--- src/rtl/multi_chan_xfer.sv ---
// Multi-channel FIFO-to-ring-buffer transfer engine: on each event it pops the header
// FIFO, then reads NSAMP samples from every unmasked channel. Optional macro: XFER_UFLOW_CNT_EN.
module multi_chan_xfer #(
    parameter int NCHAN = 16,
    parameter int DW    = 12,
    parameter int NSAMP = 8,
    localparam int CHW  = (NCHAN > 1) ? $clog2(NCHAN) : 1
) (
    input  logic                clk,
    input  logic                rst_n,
    input  logic                jtag_mode,
    input  logic                j_rd_fifo,
    input  logic                rdy,
    input  logic [NCHAN*DW-1:0] din,
    input  logic [NCHAN-1:0]    ch_mt,
    input  logic [NCHAN-1:0]    ch_mask,
    output logic [NCHAN-1:0]    rd_ena,
    output logic                l1a_rd_en,
    output logic                wren,
    output logic [DW-1:0]       dmux,
    output logic [CHW-1:0]      chan_tag,
    output logic                busy,
    output logic                done,
    output logic [15:0]         uflow_cnt
);

    typedef enum logic [2:0] {
        S_IDLE,
        S_L1A,
        S_SCAN,
        S_READ,
        S_DONE
    } state_t;

    localparam logic [CHW-1:0] LAST_CH   = CHW'(NCHAN - 1);
    localparam logic [7:0]     LAST_SAMP = 8'(NSAMP - 1);

    state_t             state_q, state_d;
    logic [CHW-1:0]     ptr_q, ptr_d;
    logic [7:0]         samp_q, samp_d;
    logic [NCHAN-1:0]   mask_q, mask_d;
    logic               pend_q, pend_d;
    logic               re;
    logic               re_d1_q, re_d1_d;
    logic [CHW-1:0]     ptr_d1_q, ptr_d1_d;
    logic [NCHAN-1:0]   rd_ena_q, rd_ena_d;
    logic               wren_q, wren_d;
    logic [DW-1:0]      dmux_q, dmux_d;
    logic [CHW-1:0]     chan_tag_q, chan_tag_d;

    always_comb begin
        state_d = state_q;
        ptr_d   = ptr_q;
        samp_d  = samp_q;
        mask_d  = mask_q;
        pend_d  = pend_q;
        re      = 1'b0;
        case (state_q)
            S_IDLE: begin
                if (rdy || pend_q) begin
                    state_d = S_L1A;
                    mask_d  = ch_mask;
                end
            end
            S_L1A: begin
                ptr_d   = '0;
                state_d = S_SCAN;
            end
            S_SCAN: begin
                if (!mask_q[ptr_q]) begin
                    state_d = S_READ;
                    samp_d  = '0;
                end else if (ptr_q == LAST_CH) begin
                    state_d = S_DONE;
                end else begin
                    ptr_d = ptr_q + CHW'(1);
                end
            end
            S_READ: begin
                re     = 1'b1;
                samp_d = samp_q + 8'd1;
                if (samp_q == LAST_SAMP) begin
                    if (ptr_q == LAST_CH) begin
                        state_d = S_DONE;
                    end else begin
                        ptr_d   = ptr_q + CHW'(1);
                        state_d = S_SCAN;
                    end
                end
            end
            S_DONE:  state_d = S_IDLE;
            default: state_d = S_IDLE;
        endcase

        // One-deep event queue; a request arriving while one is pending is dropped.
        if (state_q == S_IDLE && (rdy || pend_q)) begin
            pend_d = 1'b0;
        end else if (rdy && state_q != S_IDLE) begin
            pend_d = 1'b1;
        end

        // JTAG override abandons everything and takes precedence over RDY.
        if (jtag_mode) begin
            state_d = S_IDLE;
            pend_d  = 1'b0;
            re      = 1'b0;
            mask_d  = mask_q;
        end
    end

    always_comb begin
        re_d1_d    = re;
        ptr_d1_d   = ptr_q;
        wren_d     = re_d1_q && !jtag_mode;
        dmux_d     = dmux_q;
        chan_tag_d = chan_tag_q;
        rd_ena_d   = '0;
        if (re_d1_q) begin
            dmux_d     = din[ptr_d1_q*DW +: DW];
            chan_tag_d = ptr_d1_q;
        end
        if (jtag_mode) begin
            rd_ena_d = {NCHAN{j_rd_fifo}};
        end else if (re) begin
            rd_ena_d[ptr_q] = 1'b1;
        end
    end

    always_ff @(posedge clk or negedge rst_n) begin
        if (!rst_n) begin
            state_q    <= S_IDLE;
            ptr_q      <= '0;
            samp_q     <= '0;
            mask_q     <= '0;
            pend_q     <= 1'b0;
            re_d1_q    <= 1'b0;
            ptr_d1_q   <= '0;
            rd_ena_q   <= '0;
            wren_q     <= 1'b0;
            dmux_q     <= '0;
            chan_tag_q <= '0;
        end else begin
            state_q    <= state_d;
            ptr_q      <= ptr_d;
            samp_q     <= samp_d;
            mask_q     <= mask_d;
            pend_q     <= pend_d;
            re_d1_q    <= re_d1_d;
            ptr_d1_q   <= ptr_d1_d;
            rd_ena_q   <= rd_ena_d;
            wren_q     <= wren_d;
            dmux_q     <= dmux_d;
            chan_tag_q <= chan_tag_d;
        end
    end

`ifdef XFER_UFLOW_CNT_EN
    logic [15:0] uflow_q, uflow_d;

    always_comb begin
        uflow_d = uflow_q;
        if (re && ch_mt[ptr_q] && uflow_q != 16'hFFFF) begin
            uflow_d = uflow_q + 16'd1;
        end
    end

    always_ff @(posedge clk or negedge rst_n) begin
        if (!rst_n) begin
            uflow_q <= '0;
        end else begin
            uflow_q <= uflow_d;
        end
    end

    assign uflow_cnt = uflow_q;
`else
    assign uflow_cnt = 16'd0;
`endif

    assign rd_ena    = rd_ena_q;
    assign wren      = wren_q;
    assign dmux      = dmux_q;
    assign chan_tag  = chan_tag_q;
    assign l1a_rd_en = (state_q == S_L1A) && !jtag_mode;
    assign busy      = (state_q != S_IDLE);
    assign done      = (state_q == S_DONE);

endmodule
--- config.mk ---
export PLATFORM = sky130hd
export DESIGN_NAME = multi_chan_xfer
export DESIGN_NICKNAME = d
export VERILOG_FILES = /design/src/rtl/multi_chan_xfer.sv
export SDC_FILE = /design/constraint.sdc
export NUM_CORES = 1
export LEC_CHECK = 0
export BUFFER_PORTS_ARGS = -buffer_cell sky130_fd_sc_hd__buf_2
export CAP_MARGIN = 20
export CORE_ASPECT_RATIO = 0.6
export CORE_MARGIN = 2
export CORE_UTILIZATION = 44
export DETAILED_ROUTE_END_ITERATION = 10
export GPL_ROUTABILITY_DRIVEN = 1
export HOLD_SLACK_MARGIN = 0.08
export MAX_ROUTING_LAYER = met4
export PLACE_DENSITY = 0.86
export REMOVE_ABC_BUFFERS = 1
export SLEW_MARGIN = 20
export SYNTH_ARGS = -nofsm -noshare
export SYNTH_HDL_FRONTEND = slang
export SYNTH_SLANG_ARGS = --single-unit
--- constraint.sdc ---
create_clock -name clk -period 2.3 [get_ports clk]
set_input_delay 0.23 -clock clk [delete_from_list [all_inputs] [get_ports clk]]
set_output_delay 0.23 -clock clk [all_outputs]
set_load 0.02 [all_outputs]
# Yosys cells after proc, flatten, opt, wreduce, memory -nomap -nowiden

Index checks and enable logic that the tools add are counted.

Flip-flop bits (word level): 70
Bits in latches: 0
RAM bits: 0
ROM bits: 0
Bits of input ports: 229
Output and inout port bits: 52
Logic and storage cells: 70
Memories kept: 0

Add/sub/neg operators: 2
Multiply operators: 1
Div/mod/pow operators: 0
Magnitude comparators: 2
Equal/unequal tests: 12
Shift-type cells: 1
Muxes and demuxes: 24
Bitwise logic cells: 1
Reductions and logical operators: 16

Operators with widths:

| cell                                                                                | count |
|---|---|
| 192-bit by 9-bit variable part select with 12-bit output                            | 1 |
| 16-bit 2-to-1 mux                                                                   | 2 |
| 3-bit 2-to-1 mux                                                                    | 6 |
| 8-bit one-hot mux with 2 select lines                                               | 1 |
| 4-bit 2-to-1 mux                                                                    | 3 |
| 3-bit one-hot mux with 4 select lines                                               | 1 |
| 4-bit one-hot mux with 3 select lines                                               | 1 |
| 3-bit AND reduction                                                                 | 3 |
| 3-bit nonzero test                                                                  | 3 |
| 8-bit by 1-bit adder with 8-bit output, second input constant                       | 1 |
| 8-bit by 3-bit == test with 1-bit output, second input constant                     | 1 |
| 8-bit 2-to-1 mux                                                                    | 1 |
| 1-bit 2-to-1 mux                                                                    | 7 |
| 3-bit by 2-bit == test with 1-bit output, second input constant                     | 2 |
| 4-bit by 2-bit multiplier with 6-bit output, second input constant                  | 1 |
| 2-bit inequality test, second input constant                                        | 3 |
| 3-bit inequality test, second input constant                                        | 2 |
| 1-bit logical AND                                                                   | 5 |
| 4-bit by 5-bit < comparator with 1-bit output, second input constant                | 1 |
| 4-bit by 1-bit adder with 4-bit output, second input constant                       | 1 |
| 1-bit binary-select mux with 4-bit select                                           | 1 |
| 1-bit demux with 4-bit select                                                       | 1 |
| 4-bit == test, second input constant                                                | 1 |
| 4-bit by 1-bit greater-or-equal comparator with 1-bit output, second input constant | 1 |
| 9 further kinds                                                                     | 9 |

# Longest topological paths before layout

Depth after elaboration: 6
Mapped depth: 7
Depth with buffers taken out: 6

# Worst setup path after synthesis

No wires, ideal clock.

Path type: reg-to-reg
Start: reg state_q[2]
End: reg mask_q[10]
Setup time: 125 ps
Arrival: 1889 ps
Data required time: 2175 ps
Setup slack: 286 ps
Cell stages (with the launch flop): 6
Buffers on the path: 1
Period minus slack after synthesis: 2014 ps
Cells stage by stage: dfrtp_1 -> nor2_1 -> nand2_1 -> nor3_2 -> buf_2 -> mux2_2

Longest elaborated chain between the ends: 2

RTL lines:

| element                              | RTL line | RTL |
|---|---|---|
| start, declared                      | 38       | `state_t state_q, state_d;` |
| start signal, assigned               | 143      | `state_q <= state_d;` |
| 3-bit zero test                      | 58       | `case (state_q)` |
| 3-bit AND reduction (no source line) | n/a      |  |
| end signal, assigned                 | 146      | `mask_q <= mask_d;` |
| end, declared                        | 41       | `logic [NCHAN-1:0] mask_q, mask_d;` |

Every way passes these cells.
A chain may end at the register's enable or synchronous reset.

# Final worst setup path

Start: reg samp_q[4]
End: reg ptr_q[3], in the netlist ptr_d1_d[3]

Longest elaborated chain between the ends: 3

RTL lines:

| element                                  | RTL line | RTL |
|---|---|---|
| start, declared                          | 40       | `logic [7:0] samp_q, samp_d;` |
| start signal, assigned                   | 145      | `samp_q <= samp_d;` |
| 8-bit by 3-bit == test with 1-bit output | 82       | `if (samp_q == LAST_SAMP) begin` |
| 2-bit inequality test (no source line)   | n/a      |  |
| 3-bit AND reduction (no source line)     | n/a      |  |
| end signal, assigned                     | 144      | `ptr_q <= ptr_d;` |
| end, declared                            | 39       | `logic [CHW-1:0] ptr_q, ptr_d;` |

Every way passes these cells.

==> flow_summary.yaml <==
logic_synthesis:
  ys_warn_count: 0
  synth_cell_type_count: 53
  synth_seq_cells: 70
  postSynthCellCount: 351
  ys.flop_type: "dfrtp_1"
  synth_edf_count: 0
  synthesis.area_sq_mm: 0.00472
  synth_async_sr_flop_share: 1.00
  avgSynthCellArea_sq_um: 13.4
  synth-seq-area-share: 0.371
setup_path:
  rr_startpoint: "samp_q[4]"
  reg2reg_to: "ptr_d1_d[3]"
  cp-start-kind: "register"
  end_kind: "register"
  worst-r2r-setup-slack_ns: 0.10
  crit_arrival_ns: 2.42
  cpMaxStageDelayCell: "or4_1"
  slowest_delay_ns: 0.60
  worst-r2r-cell-count: 5
  cp_max_fo: 7
  critPathRequiredTime_ns: 2.52
  path_class: "register to register"
  crit_chain: "or4_1 > o311ai_1 > and2_1 > a31oi_1 > a2111oi_2"
worst_hold_path:
  holdPathStages: 2
  holdPathEnd: "mask_q[4]"
  hold_start: "ch_mask[4]"
  min_path_type: "input pin to register"
grt:
  grt_pass1_wl_mm: 22.1
  grt_max_degree: 71
  grt-ovfl-total: 0
  grt_pass1_vias: 4232
  antenna_found_initial: 1
  track_usage: 0.264
clock_tree:
  cts_tree: "built"
  clockBufferDepth: 2
  htreeDepth: 3
  cts_buffers: 9
  clock_latency_ns: 0.33
  clkTransAtPathRegs_ns: 0.06
  numClockSinks: 70
  cts_root_buffer: "clkbuf_16"
route:
  ant_nets: 0
  vias_per_cell: 5.61
  drc_errors: 0
  vias: 4161
  finalWirelength_mm: 14.5
  firstDrtPassIters: 5
  first_iter_violations: 258
  routedWlPerCell_um: 19.6
timing:
  rsz0062_at_grt: "false"
  worst_slew_pin_slew_ns: 0.914
  setup_viol: 0
  fin_crit_sh: 0.955
  min_period_ns: 2.20
  relSlewSlack: 0.391
  fmax_ghz: 0.455
  fin_skew_ns: 0.00718
  fin_hold_ws_ns: 0.126
  slew_viol_final: 0
  hold_viol_final: 0
  setup_tns_ns: 0
layout:
  syn2layout_area_growth_pct: 35.1
  drive_gt1_frac: 0.636
  final_nets: 831
  mostFrequentLayoutCells: "buf_2 (247), dfrtp_1 (68), mux4_2 (58)"
  final_common_cell: "buf_2"
  fin_util: 0.606
pwr:
  pwr_density_cell_mw_per_mm2: 946
  peakVddDrop_mv: 0.529
  leakagePower_nw: 3.12
  total_power_w: 0.00604
place:
  gp_congestion: 1.00
  io_buffers: 248
  dp_hpwl_mm: 11.6
floorplan:
  die_y_um: 84.2
  fp.coreArea_sq_mm: 0.0105
  num_io_pins: 281
  start_util: 0.449
  dieArea_sq_mm: 0.0116
  core.rowCount: 29
  die-width_um: 138
status:
  status: "finished, final reports clean"
run:
  max-cap-violations: 0
-- registers in the layout, summed over array words and instances, names as in the netlist --
signal	cells
dmux	12
ptr_d1_q	4
chan_tag	4
mask_q	16
samp_q	8
re_d1_q	1
wren	1
state_q	3
ptr_d1_d	4
pend_q	1
rd_ena	16
-- cells in the mapped netlist (all sizes together), types with 6 or more instances --
| library cell | instances | share of area |
|---|---|---|
| mux2 | 35 | 0.083 |
| a21oi | 7 | 0.0074 |
| a21o | 13 | 0.021 |
| nor2 | 15 | 0.012 |
| mux4 | 58 | 0.28 |
| inv | 10 | 0.0080 |
| dfrtp | 70 | 0.37 |
| buf | 34 | 0.052 |
| mux2i | 6 | 0.013 |
| clkbuf | 10 | 0.0080 |
| nand2 | 17 | 0.014 |
-- per-layer routing --
layer  part of all wire  GRT usage  vias up
met5                  0          -        -
met4              0.027     0.0928        0
met3              0.091     0.0743       32
met2               0.48      0.412      238
met1               0.40      0.334     2038
li1                   -          -     1853
-- through the flow --
stage | cells | cell area (sq um) | setup slack, ns
after floorplan | 322 | 4500 | -1.16
after global routing | 742 | 6380 | 0.000652
final | 742 | 6380 | 0.103
after detailed placement | 724 | 6070 | 0.143
after CTS | 741 | 6370 | 0.0985
after global placement | 724 | 6070 | 0.205
-- cell type report --
| cell class | count | area [sq um] |
|---|---|---|
| fillers | 836 | 4150 |
| multi-input cells | 242 | 2710 |
| flip-flops and latches | 70 | 1760 |
| repair buffers | 264 | 1400 |
| clock buffers | 10 | 229 |
| well taps | 139 | 174 |
| clock inverters | 6 | 62.6 |
| inverters | 10 | 37.5 |
| diodes | 1 | 2.50 |
-- kinds of logic after synthesis --
group | share of synthesized area
simple gates | 0.0660
compound gates | 0.108
buf+inv | 0.0676
fa+ha+maj | 0.0133
other cells | 0.000794
flops | 0.371
mux | 0.373
-- critical path, delay by kind of cell (launching register included) --
kind            cells  cell delay, ns
simple gates        2            0.92
flops               1            0.41
compound gates      3            0.76
-- power by group --
| part | leakage (nW) | switching (W) | internal, W |
|---|---|---|---|
| logic | 2.09 | 0.00136 | 0.00147 |
| clock network | 0.146 | 0.000523 | 0.000837 |
| registers | 0.888 | 0.000268 | 0.00158 |
| total | 3.12 | 0.00215 | 0.00388 |
-- worst max-delay path by stage --
| stage | start | end | slack [ns] | depth (start not counted) |
|---|---|---|---|---|
| CTS | samp_q[4] | state_q[2] | 0.1 | 6 |
| global placement | ptr_d1_d[0] | ptr_d1_d[2] | 0.21 | 5 |
| floorplan | ptr_d1_q[0] | dmux[0] | -1.16 | 3 |
| global route | ptr_d1_d[1] | state_q[2] | 0.0007 | 5 |
| detailed placement | ptr_d1_d[0] | state_q[2] | 0.14 | 5 |
| finish | samp_q[4] | ptr_d1_d[3] | 0.10 | 5 |
-- timing repair --
action | CTS | global route
hold endpoints to repair | 70 | 0
hold buffers | 1 | 0
endpoints found under the setup margin | 0 | 1
gates resized for setup | 0 | 1
setup buffers | 0 | 0
No activity file was read; power rests on OpenSTA's default activity.
